===== src/rtl/scalar_rf_pkg.sv =====
// Shared constants for the scalar register file and its write-port logic.
//   SRF_ADDR_W / SRF_DATA_W / SRF_DEPTH : register file geometry
//   SRF_NUM_REQ                         : writeback requesters sharing the port
//   REQ_ALU / REQ_LD / REQ_VRED         : requester index assignment
//   idx_width()                         : index width for an N-way selector
package scalar_rf_pkg;

  localparam int SRF_ADDR_W  = 4;
  localparam int SRF_DATA_W  = 16;
  localparam int SRF_DEPTH   = 16;
  localparam int SRF_NUM_REQ = 3;

  localparam int REQ_ALU  = 0;
  localparam int REQ_LD   = 1;
  localparam int REQ_VRED = 2;

  function automatic int idx_width(input int n);
    return (n > 1) ? $clog2(n) : 1;
  endfunction

endpackage


===== src/rtl/rr_arbiter.sv =====
// Round-robin arbiter with last-grant state.
//   clk, rst_n : clock, asynchronous active-low reset
//   req_i      : per-requester request
//   grant_o    : one-hot grant (combinational), forced to 0 while in reset
// The search begins one past the last granted index, so after reset
// (last = N-1) requester 0 has first priority. Every grant is a transfer
// because only requesting inputs are granted, so last_q follows any grant.
module rr_arbiter
  import scalar_rf_pkg::*;
#(
  parameter int N = 3
) (
  input  logic         clk,
  input  logic         rst_n,
  input  logic [N-1:0] req_i,
  output logic [N-1:0] grant_o
);

  localparam int IW = idx_width(N);
  localparam logic [IW-1:0] LAST_RST = IW'(N - 1);

  logic [IW-1:0] last_q, last_d;
  logic [IW-1:0] idx;
  logic          found;

  always_comb begin
    grant_o = '0;
    last_d  = last_q;
    found   = 1'b0;
    idx     = '0;
    for (int k = 1; k <= N; k++) begin
      idx = IW'((int'(last_q) + k) % N);
      if (rst_n && !found && req_i[idx]) begin
        found        = 1'b1;
        grant_o[idx] = 1'b1;
        last_d       = idx;
      end
    end
  end

  always_ff @(posedge clk or negedge rst_n) begin
    if (!rst_n) begin
      last_q <= LAST_RST;
    end else begin
      last_q <= last_d;
    end
  end

endmodule


===== src/rtl/scalar_wb_arbiter.sv =====
// Write-port arbiter and hazard scoreboard for the scalar register file.
//   clk, rst_n              : clock, asynchronous active-low reset
//   req_valid/dst/data      : NUM_REQ writeback requesters, packed per index
//   req_ready               : one-hot grant; transfer on valid & ready
//   rf_wr_en/dst/data       : registered register-file write port
//   issue_en, issue_dst     : decode marks issue_dst as in flight
//   chk_addr_*, chk_use_*   : source operands of the instruction in decode
//   stall                   : combinational hazard indication
//   pending                 : scoreboard bits (debug)
// A pending bit clears on the edge that ends the rf_wr_en cycle for its
// register, so a same-register check during that cycle still stalls and
// a same-cycle issue of the retiring register keeps the bit set.
module scalar_wb_arbiter
  import scalar_rf_pkg::*;
#(
  parameter int NUM_REQ = SRF_NUM_REQ,
  parameter int DATA_W  = SRF_DATA_W,
  parameter int ADDR_W  = SRF_ADDR_W
) (
  input  logic                      clk,
  input  logic                      rst_n,
  input  logic [NUM_REQ-1:0]        req_valid,
  input  logic [NUM_REQ*ADDR_W-1:0] req_dst,
  input  logic [NUM_REQ*DATA_W-1:0] req_data,
  output logic [NUM_REQ-1:0]        req_ready,
  output logic                      rf_wr_en,
  output logic [ADDR_W-1:0]         rf_wr_dst,
  output logic [DATA_W-1:0]         rf_wr_data,
  input  logic                      issue_en,
  input  logic [ADDR_W-1:0]         issue_dst,
  input  logic [ADDR_W-1:0]         chk_addr_1,
  input  logic [ADDR_W-1:0]         chk_addr_2,
  input  logic                      chk_use_1,
  input  logic                      chk_use_2,
  output logic                      stall,
  output logic [(1<<ADDR_W)-1:0]    pending
);

  localparam int DEPTH = 1 << ADDR_W;

  logic [NUM_REQ-1:0] grant;
  logic               transfer;
  logic [ADDR_W-1:0]  sel_dst;
  logic [DATA_W-1:0]  sel_data;

  logic               wr_en_q, wr_en_d;
  logic [ADDR_W-1:0]  wr_dst_q, wr_dst_d;
  logic [DATA_W-1:0]  wr_data_q, wr_data_d;
  logic [DEPTH-1:0]   pending_q, pending_d;

  rr_arbiter #(
    .N(NUM_REQ)
  ) u_rr (
    .clk    (clk),
    .rst_n  (rst_n),
    .req_i  (req_valid),
    .grant_o(grant)
  );

  assign req_ready = grant;
  assign transfer  = |grant;

  always_comb begin
    sel_dst  = '0;
    sel_data = '0;
    for (int i = 0; i < NUM_REQ; i++) begin
      if (grant[i]) begin
        sel_dst  = req_dst[i*ADDR_W +: ADDR_W];
        sel_data = req_data[i*DATA_W +: DATA_W];
      end
    end
  end

  always_comb begin
    wr_en_d   = transfer;
    wr_dst_d  = wr_dst_q;
    wr_data_d = wr_data_q;
    if (transfer) begin
      wr_dst_d  = sel_dst;
      wr_data_d = sel_data;
    end
  end

  // Retire first, then issue, so set wins on the same register.
  always_comb begin
    pending_d = pending_q;
    if (wr_en_q) begin
      pending_d[wr_dst_q] = 1'b0;
    end
    if (issue_en) begin
      pending_d[issue_dst] = 1'b1;
    end
  end

  always_ff @(posedge clk or negedge rst_n) begin
    if (!rst_n) begin
      wr_en_q   <= 1'b0;
      wr_dst_q  <= '0;
      wr_data_q <= '0;
      pending_q <= '0;
    end else begin
      wr_en_q   <= wr_en_d;
      wr_dst_q  <= wr_dst_d;
      wr_data_q <= wr_data_d;
      pending_q <= pending_d;
    end
  end

  assign stall = (chk_use_1 & pending_q[chk_addr_1])
               | (chk_use_2 & pending_q[chk_addr_2])
               | (issue_en  & pending_q[issue_dst]);

  assign rf_wr_en   = wr_en_q;
  assign rf_wr_dst  = wr_dst_q;
  assign rf_wr_data = wr_data_q;
  assign pending    = pending_q;

endmodule


===== config.mk =====
export PLATFORM = sky130hd
export DESIGN_NAME = scalar_wb_arbiter
export DESIGN_NICKNAME = d
export VERILOG_FILES = /design/src/rtl/scalar_rf_pkg.sv /design/src/rtl/rr_arbiter.sv /design/src/rtl/scalar_wb_arbiter.sv
export SDC_FILE = /design/constraint.sdc
export NUM_CORES = 1
export LEC_CHECK = 0
export BUFFER_PORTS_ARGS = -buffer_cell sky130_fd_sc_hd__buf_2
export CORE_MARGIN = 2
export CORE_UTILIZATION = 52
export CTS_BUF_LIST = sky130_fd_sc_hd__clkbuf_8
export CTS_CLUSTER_SIZE = 14
export DETAILED_ROUTE_END_ITERATION = 8
export PLACE_DENSITY = 0.88
export SLEW_MARGIN = 5
export SYNTH_ARGS = -nofsm -noshare
export SYNTH_HDL_FRONTEND = slang
export SYNTH_HIERARCHICAL = 1
export SYNTH_SLANG_ARGS = --single-unit

===== constraint.sdc =====
create_clock -name clk -period 5.35 [get_ports clk]
set_input_delay 0.8025 -clock clk [delete_from_list [all_inputs] [get_ports clk]]
set_output_delay 0.8025 -clock clk [all_outputs]
set_load 0.01 [all_outputs]

# ---- Word-level counts from Yosys, hierarchy flattened
# Index checks and enable logic that the tools add are counted.
dict set report op_classes {
  bitwise 10
  n_addsub 3
  muxes 38
  div 3
  n_lt_le_gt_ge 12
  reduce_logical 14
}
# cell count
set op_table {}
lappend op_table {{$mod 32x3->32 const B} 3}
lappend op_table {{$mux 16} 5}
lappend op_table {{$lt 4x5->1 const B} 4}
lappend op_table {{$and 16x16->16} 1}
lappend op_table {{$not 16->16} 1}
lappend op_table {{$or 16x16->16} 1}
lappend op_table {{$mux 1} 13}
lappend op_table {{$bmux 1 s4} 3}
lappend op_table {{$mux 4} 3}
lappend op_table {{$logic_and 1x1->1} 10}
lappend op_table {{$lt 2x3->1 const B} 3}
lappend op_table {{$mux 3} 3}
lappend op_table {{$demux 1 s4} 2}
lappend op_table {{$ge 4x1->1 const B} 2}
lappend op_table {{$add 2x2->3 const B} 2}
lappend op_table {{$bmux 1 s2} 3}
lappend op_table {{$demux 1 s2} 3}
lappend op_table {{$ge 2x1->1 const B} 3}
lappend op_table {{$mux 2} 3}
lappend op_table {{$or 3x3->3} 2}
lappend op_table {{$add 2x1->3 const B} 1}
lappend op_table {{$and 1x1->1} 3}
lappend op_table {{$reduce_bool 3->1} 1}
lappend op_table {{$reduce_or 3->1} 1}
lappend op_table {{2 further kinds} 4}
dict set report word_totals {
  wordCells 85
  output_inout_bits 41
  register_bits 39
}

# ---- Longest topological paths before layout
dict set report depth {
  ltp_word 17
  ltp_mapped 12
  mapped_depth_nobuf 10
}

# ---- Cells and area by module
# Netlist, hierarchy kept.
# mod instances seq_area_each_um2 cells_per_inst area_per_inst_um2
set by_module_without_submodules {}
lappend by_module_without_submodules {scalar_wb_arbiter 1 925.9 216 2125.8}
lappend by_module_without_submodules {rr_arbiter 1 51.3 50 404.1}

# ---- Worst setup path after synthesis
# No wires, ideal clock.
dict set report synth_timing {
  path_type {input port to output port}
  start {input port chk_addr_2[1]}
  end {output port stall}
  arrival_ps 1936
  required_ps 4548
  slack_ps 2612
  path_buffers 1
  path_stages 5
  cell_sequence {buf_2 > mux4_2 > nand2b_1 > a32oi_1 > o2111ai_1}
}
dict set report synth_between {
  elab_chain_cells 5
}
# element line_no
set synth_rtl {}
lappend synth_rtl {{from (decl)} scalar_wb_arbiter.sv:32} ;# input logic [ADDR_W-1:0] chk_addr_2,
lappend synth_rtl {{$bmux 1 s4} scalar_wb_arbiter.sv:110} ;# | (chk_use_2 & pending_q[chk_addr_2])
lappend synth_rtl {{$mux 1 (not written as such)} scalar_wb_arbiter.sv:110}
lappend synth_rtl {{$and 1x1->1} scalar_wb_arbiter.sv:110}
lappend synth_rtl {{$or 1x1->1} scalar_wb_arbiter.sv:110}
lappend synth_rtl {{$or 1x1->1} scalar_wb_arbiter.sv:111} ;# | (issue_en & pending_q[issue_dst]);
lappend synth_rtl {{to (decl)} scalar_wb_arbiter.sv:35} ;# output logic stall,
# Every way passes these cells. The select of a mux whose other input is x is not followed.

# ---- Final worst setup path
dict set report layout_timing {
  start {register u_rr.last_q[0]}
  end {register wr_data_q[6] (netlist: rf_wr_data[6])}
}
dict set report layout_between {
  elab_chain_cells 17
}
# element line_no
set layout_rtl {}
lappend layout_rtl {{from (decl)} rr_arbiter.sv:22} ;# logic [IW-1:0] last_q, last_d;
lappend layout_rtl {{from (signal assigned)} rr_arbiter.sv:45} ;# last_q <= last_d;
lappend layout_rtl {{branches (longest 13 deep; another with $mod 32x3->32)} -}
lappend layout_rtl {{$mux 3 *} rr_arbiter.sv:33} ;# if (rst_n && !found && req_i[idx]) begin
lappend layout_rtl {{$mux 16 (3 in series)} scalar_wb_arbiter.sv:67} ;# if (grant[i]) begin
lappend layout_rtl {{to (signal assigned)} scalar_wb_arbiter.sv:104} ;# wr_data_q <= wr_data_d;
lappend layout_rtl {{to (decl)} scalar_wb_arbiter.sv:48} ;# logic [DATA_W-1:0] wr_data_q, wr_data_d;
# Every way passes the cells marked *. The select of a mux whose other input is x is not followed.
# A chain may end at the register's enable or synchronous reset.

==> metrics.sh <==
OUTCOME='complete, no violations'
UTILIZATION_PCT=67.7
GRT.OVERFLOW.TOTAL=0
CRITICAL_PATH_ARRIVAL_NS=3.56
POWER.DENSITY_nW_PER_UM2=614
FLOW.AREA_GROWTH_FROM_SYNTHESIS_PCT=25.5
CRIT_PATH_START_KIND='flip-flop'
SETUP-VIOLATIONS-FINAL=0
CLOCK_SKEW_NS=0.00634
ANT_NETS=0
DESIGN_AREA_SQ_UM=3180
REG_TO_REG_SETUP_TIMING_SLACK_NS=1.90
PLACE.DETAILED.HPWL_MM=5.47
WORST_SLACK_NS=1.90
WORST_SLEW_MARGIN_RELATIVE_TO_ITS_LIMIT_PCT=26.3
PLACEMENTROWS=25
DIEHEIGHT_MICRONS=73.8
POST_SYNTH.CELL_AREA_AVG_SQ_UM=9.51
WORSTSETUPPATHTYPE='flip-flop to flip-flop'
FIRST_GLOBAL_VIAS=2399
MAXCAPVIOLCOUNT=0
ROUTED_WIRE_LENGTH_PER_INSTANCE_MICRONS=16.7
DETAILED_PLACE.AREA_SQ_UM=3090
HTREE_NUM_LEVELS=2
FILLCELLCOUNT=373
RSZ0062_AT_GRT='false'
TIMING.CRITICAL_PATH.CELLS='inv_1 -> ha_1 -> mux2i_2 -> o22ai_1 -> a31o_2 -> inv_1 -> nand2_1 -> o22ai_1 -> a21oi_1'
DIE_OUTLINE_AREA_SQ_UM=5440
ACHIEVABLE-FREQUENCY_MHz=290
YOSYS_MOST_USED_DFF='sky130_fd_sc_hd__dfrtp_1'
GRT_FIRST_PASS_WIRELENGTH_MM=11.1
TOTALNEGATIVESETUPSLACK_NS=0
CTS_TREE='built'
STARTPOINT='u_rr/last_q[0]'
BOUNDARYPINS=121
CRIT_SLOWEST_CELL='sky130_fd_sc_hd__nand2_1'
SYNTH-WARNING-COUNT=6
CTS.REPORTEDPATHS.CLKPINSLEW_NS=0.07
SYNTH_ENABLE_FLOP_CELLS=0
POST-PLACE-WS_NS=1.92
MIN_PATH_TYPE='flip-flop to flip-flop'
POST-ROUTE-DRC-COUNT=0
GRT_MAX_DEGREE=47
CTS_RESIZED=0
START_UTIL_PCT=53.9
YOSYS_REGISTER_BITS=39
CLOCK_TREE.ROOT_CELL='sky130_fd_sc_hd__clkbuf_8'
CTSLONGESTPATHBUFFERS=2
MAX_SLEW.WORST_PIN.SLEW_NS=1.10
WORSTREG2REGSTART='u_rr/last_q[0]'
VIA_PER_INST=6.21
WORST_HOLD_STARTPOINT='u_rr/last_q[1]'
CLKLATENCYLATEPIN_NS=0.29
OVERALL_POWER_CONSUMPTION_W=0.00195
DETAILEDROUTE.FIRSTPASSITERATIONCOUNT=4
MAPPEDNETLISTAREA_SQ_UM=2530
SYNTHTOPCELLSBYCOUNT='40 x sky130_fd_sc_hd__o22ai_1, 38 x sky130_fd_sc_hd__dfrtp_1, 31 x sky130_fd_sc_hd__o21ai_0, 25 x sky130_fd_sc_hd__a21oi_1, 16 x sky130_fd_sc_hd__mux2i_1'
LAYOUT_MIN_CYCLE_TIME_NS=3.45
FINAL_LAYOUT_SIZE_SUFFIX_GT1_SHARE_PCT=36.6
CLOCK-SINKS=39
CRIT_PATH_MAX_INCR_DELAY_NS=0.55
SYNTH_FP_NETS=350
P_LEAK_nW=1.42
NUMCTSBUFFERS=5
NUM_VIAS=2656
PEAKVDDDROP_mV=0.424
ANTENNA_VIOLATIONS_BEFORE_REPAIR=0
DIE_W_MICRONS=73.8
ROUTABILITYCONGESTION=0.961
SYNTH_TOP_AREA_SHARE_PCT=37.6
CTS-HOLD-FIX-BUFFERS=0
SYNTHDOMINANTAREACELLTYPE='sky130_fd_sc_hd__dfrtp_1'
POSTCTSSETUPBUFFERS=0
POST-SYNTH-TOP-COUNT-CELL='sky130_fd_sc_hd__o22ai_1'
SEQ_AREA_FRAC_SYNTH_PCT=38.6
POSTSYNTHCELLCOUNT=266
TIMING.CRITICAL_PATH.REQUIRED_NS=5.47
FIN_NETS=457
DRT_ITER0_MARKERS=188
FINAL_MAX_SLEW_VIOL_COUNT=0
SYNTH.TOP_CELLS.BY_AREA='sky130_fd_sc_hd__dfrtp_1 38%, sky130_fd_sc_hd__o22ai_1 9.9%, sky130_fd_sc_hd__mux2i_1 6.3%'
CP-END-KIND='flip-flop'
CRITICAL_PATH.MAX_FANOUT=20
TIMING.FINAL.HOLD_VIOLATIONS=0
FRACTION_OF_THE_CYCLE_THE_FINAL_WORST_PATH_NEEDS_PCT=64.4
PORTBUFFERS=120
ASYNCSETRESETFLOPFRACSYNTH_PCT=100
GLOBALROUTETOTALUTIL_PCT=26.4
INSERTEDDIODECOUNT=0
ROUTE.FINAL.WIRE_LENGTH_MM=7.15
YS_TYPES=47
FP.COREAREA_SQ_UM=4690
-- state kept, by name, summed over array words and instances, names as in the netlist --
register / flops
pending: 16
rf_wr_data: 16
rf_wr_dst: 4
rf_wr_en: 1
u_rr/last_q: 2
-- worst max-delay path, delay by kind of cell, from the launching register on --
kind	cells	cell delay, ns
DFF	1	0.40
AOI/OAI and AO/OA	4	0.83
and+or+nand+nor	1	0.55
buffers and inverters	2	0.53
adders and majority gates	1	0.51
muxes	1	0.47
-- cells by family (layout without fill, tap and decap cells) --
| family | Yosys count | in the layout | synth area share (%) |
|---|---|---|---|
| AOI/OAI and AO/OA | 123 | 123 | 29.6 |
| and+or+nand+nor | 48 | 48 | 10.9 |
| DFF | 39 | 39 | 38.6 |
| buffers and inverters | 28 | 136 | 5.29 |
| muxes | 24 | 24 | 13.6 |
| adders and majority gates | 4 | 4 | 1.98 |
-- final cells by class --
class | instances | area [sq um] | share of cell area [%]
multi-input cells | 199 | 1420 | 44.7
flip-flops and latches | 39 | 977 | 30.8
well taps | 54 | 67.6 | 2.13
repair buffers | 120 | 601 | 18.9
clock inverters | 3 | 12.5 | 0.394
inverters | 8 | 30.0 | 0.946
clock buffers | 5 | 68.8 | 2.17
-- metrics by stage --
step | cells | hold WS (ns)
after floorplan | 266 | 0.507
after global placement | 420 | 0.538
after detailed placement | 420 | 0.549
after CTS | 428 | 0.560
after global routing | 428 | 0.591
final | 428 | 0.560
-- power by group --
group	total, W	switching, W	internal, W
Combinational	0.00115	0.000656	0.000492
Clock	0.000187	0.0000998	0.0000877
Sequential	0.000615	0.000159	0.000455
-- layout by cell type, fill, tap and decap left out, types with 5 or more instances in the layout --
cell type / count
sky130_fd_sc_hd__nand2_1: 11
sky130_fd_sc_hd__nand2b_1: 9
sky130_fd_sc_hd__o21ai_0: 31
sky130_fd_sc_hd__clkbuf_8: 5
sky130_fd_sc_hd__buf_2: 120
sky130_fd_sc_hd__o22ai_1: 40
sky130_fd_sc_hd__mux2i_1: 16
sky130_fd_sc_hd__nand3b_1: 8
sky130_fd_sc_hd__dfrtp_1: 38
sky130_fd_sc_hd__inv_1: 10
sky130_fd_sc_hd__a21oi_1: 25
-- routing by layer --
layer,vias to the layer above,track usage [%],part of all wire [%]
met5,-,0,0
met3,14,6.86,8.1
met1,1232,33.8,40
met2,158,43.5,50
met4,0,9.09,1.9
li1,1252,-,-
-- worst paths after layout --
check | to | cells after the start
setup / recovery | rf_wr_data[6] | 9
hold / removal | u_rr/last_q[1] | 2
setup reg to reg | rf_wr_data[6] | 9
hold reg to reg | u_rr/last_q[1] | 2
max in group asynchronous | pending[5] | 1
min in group asynchronous | rf_wr_data[8] | 1
(Power assumes the default switching activity.)
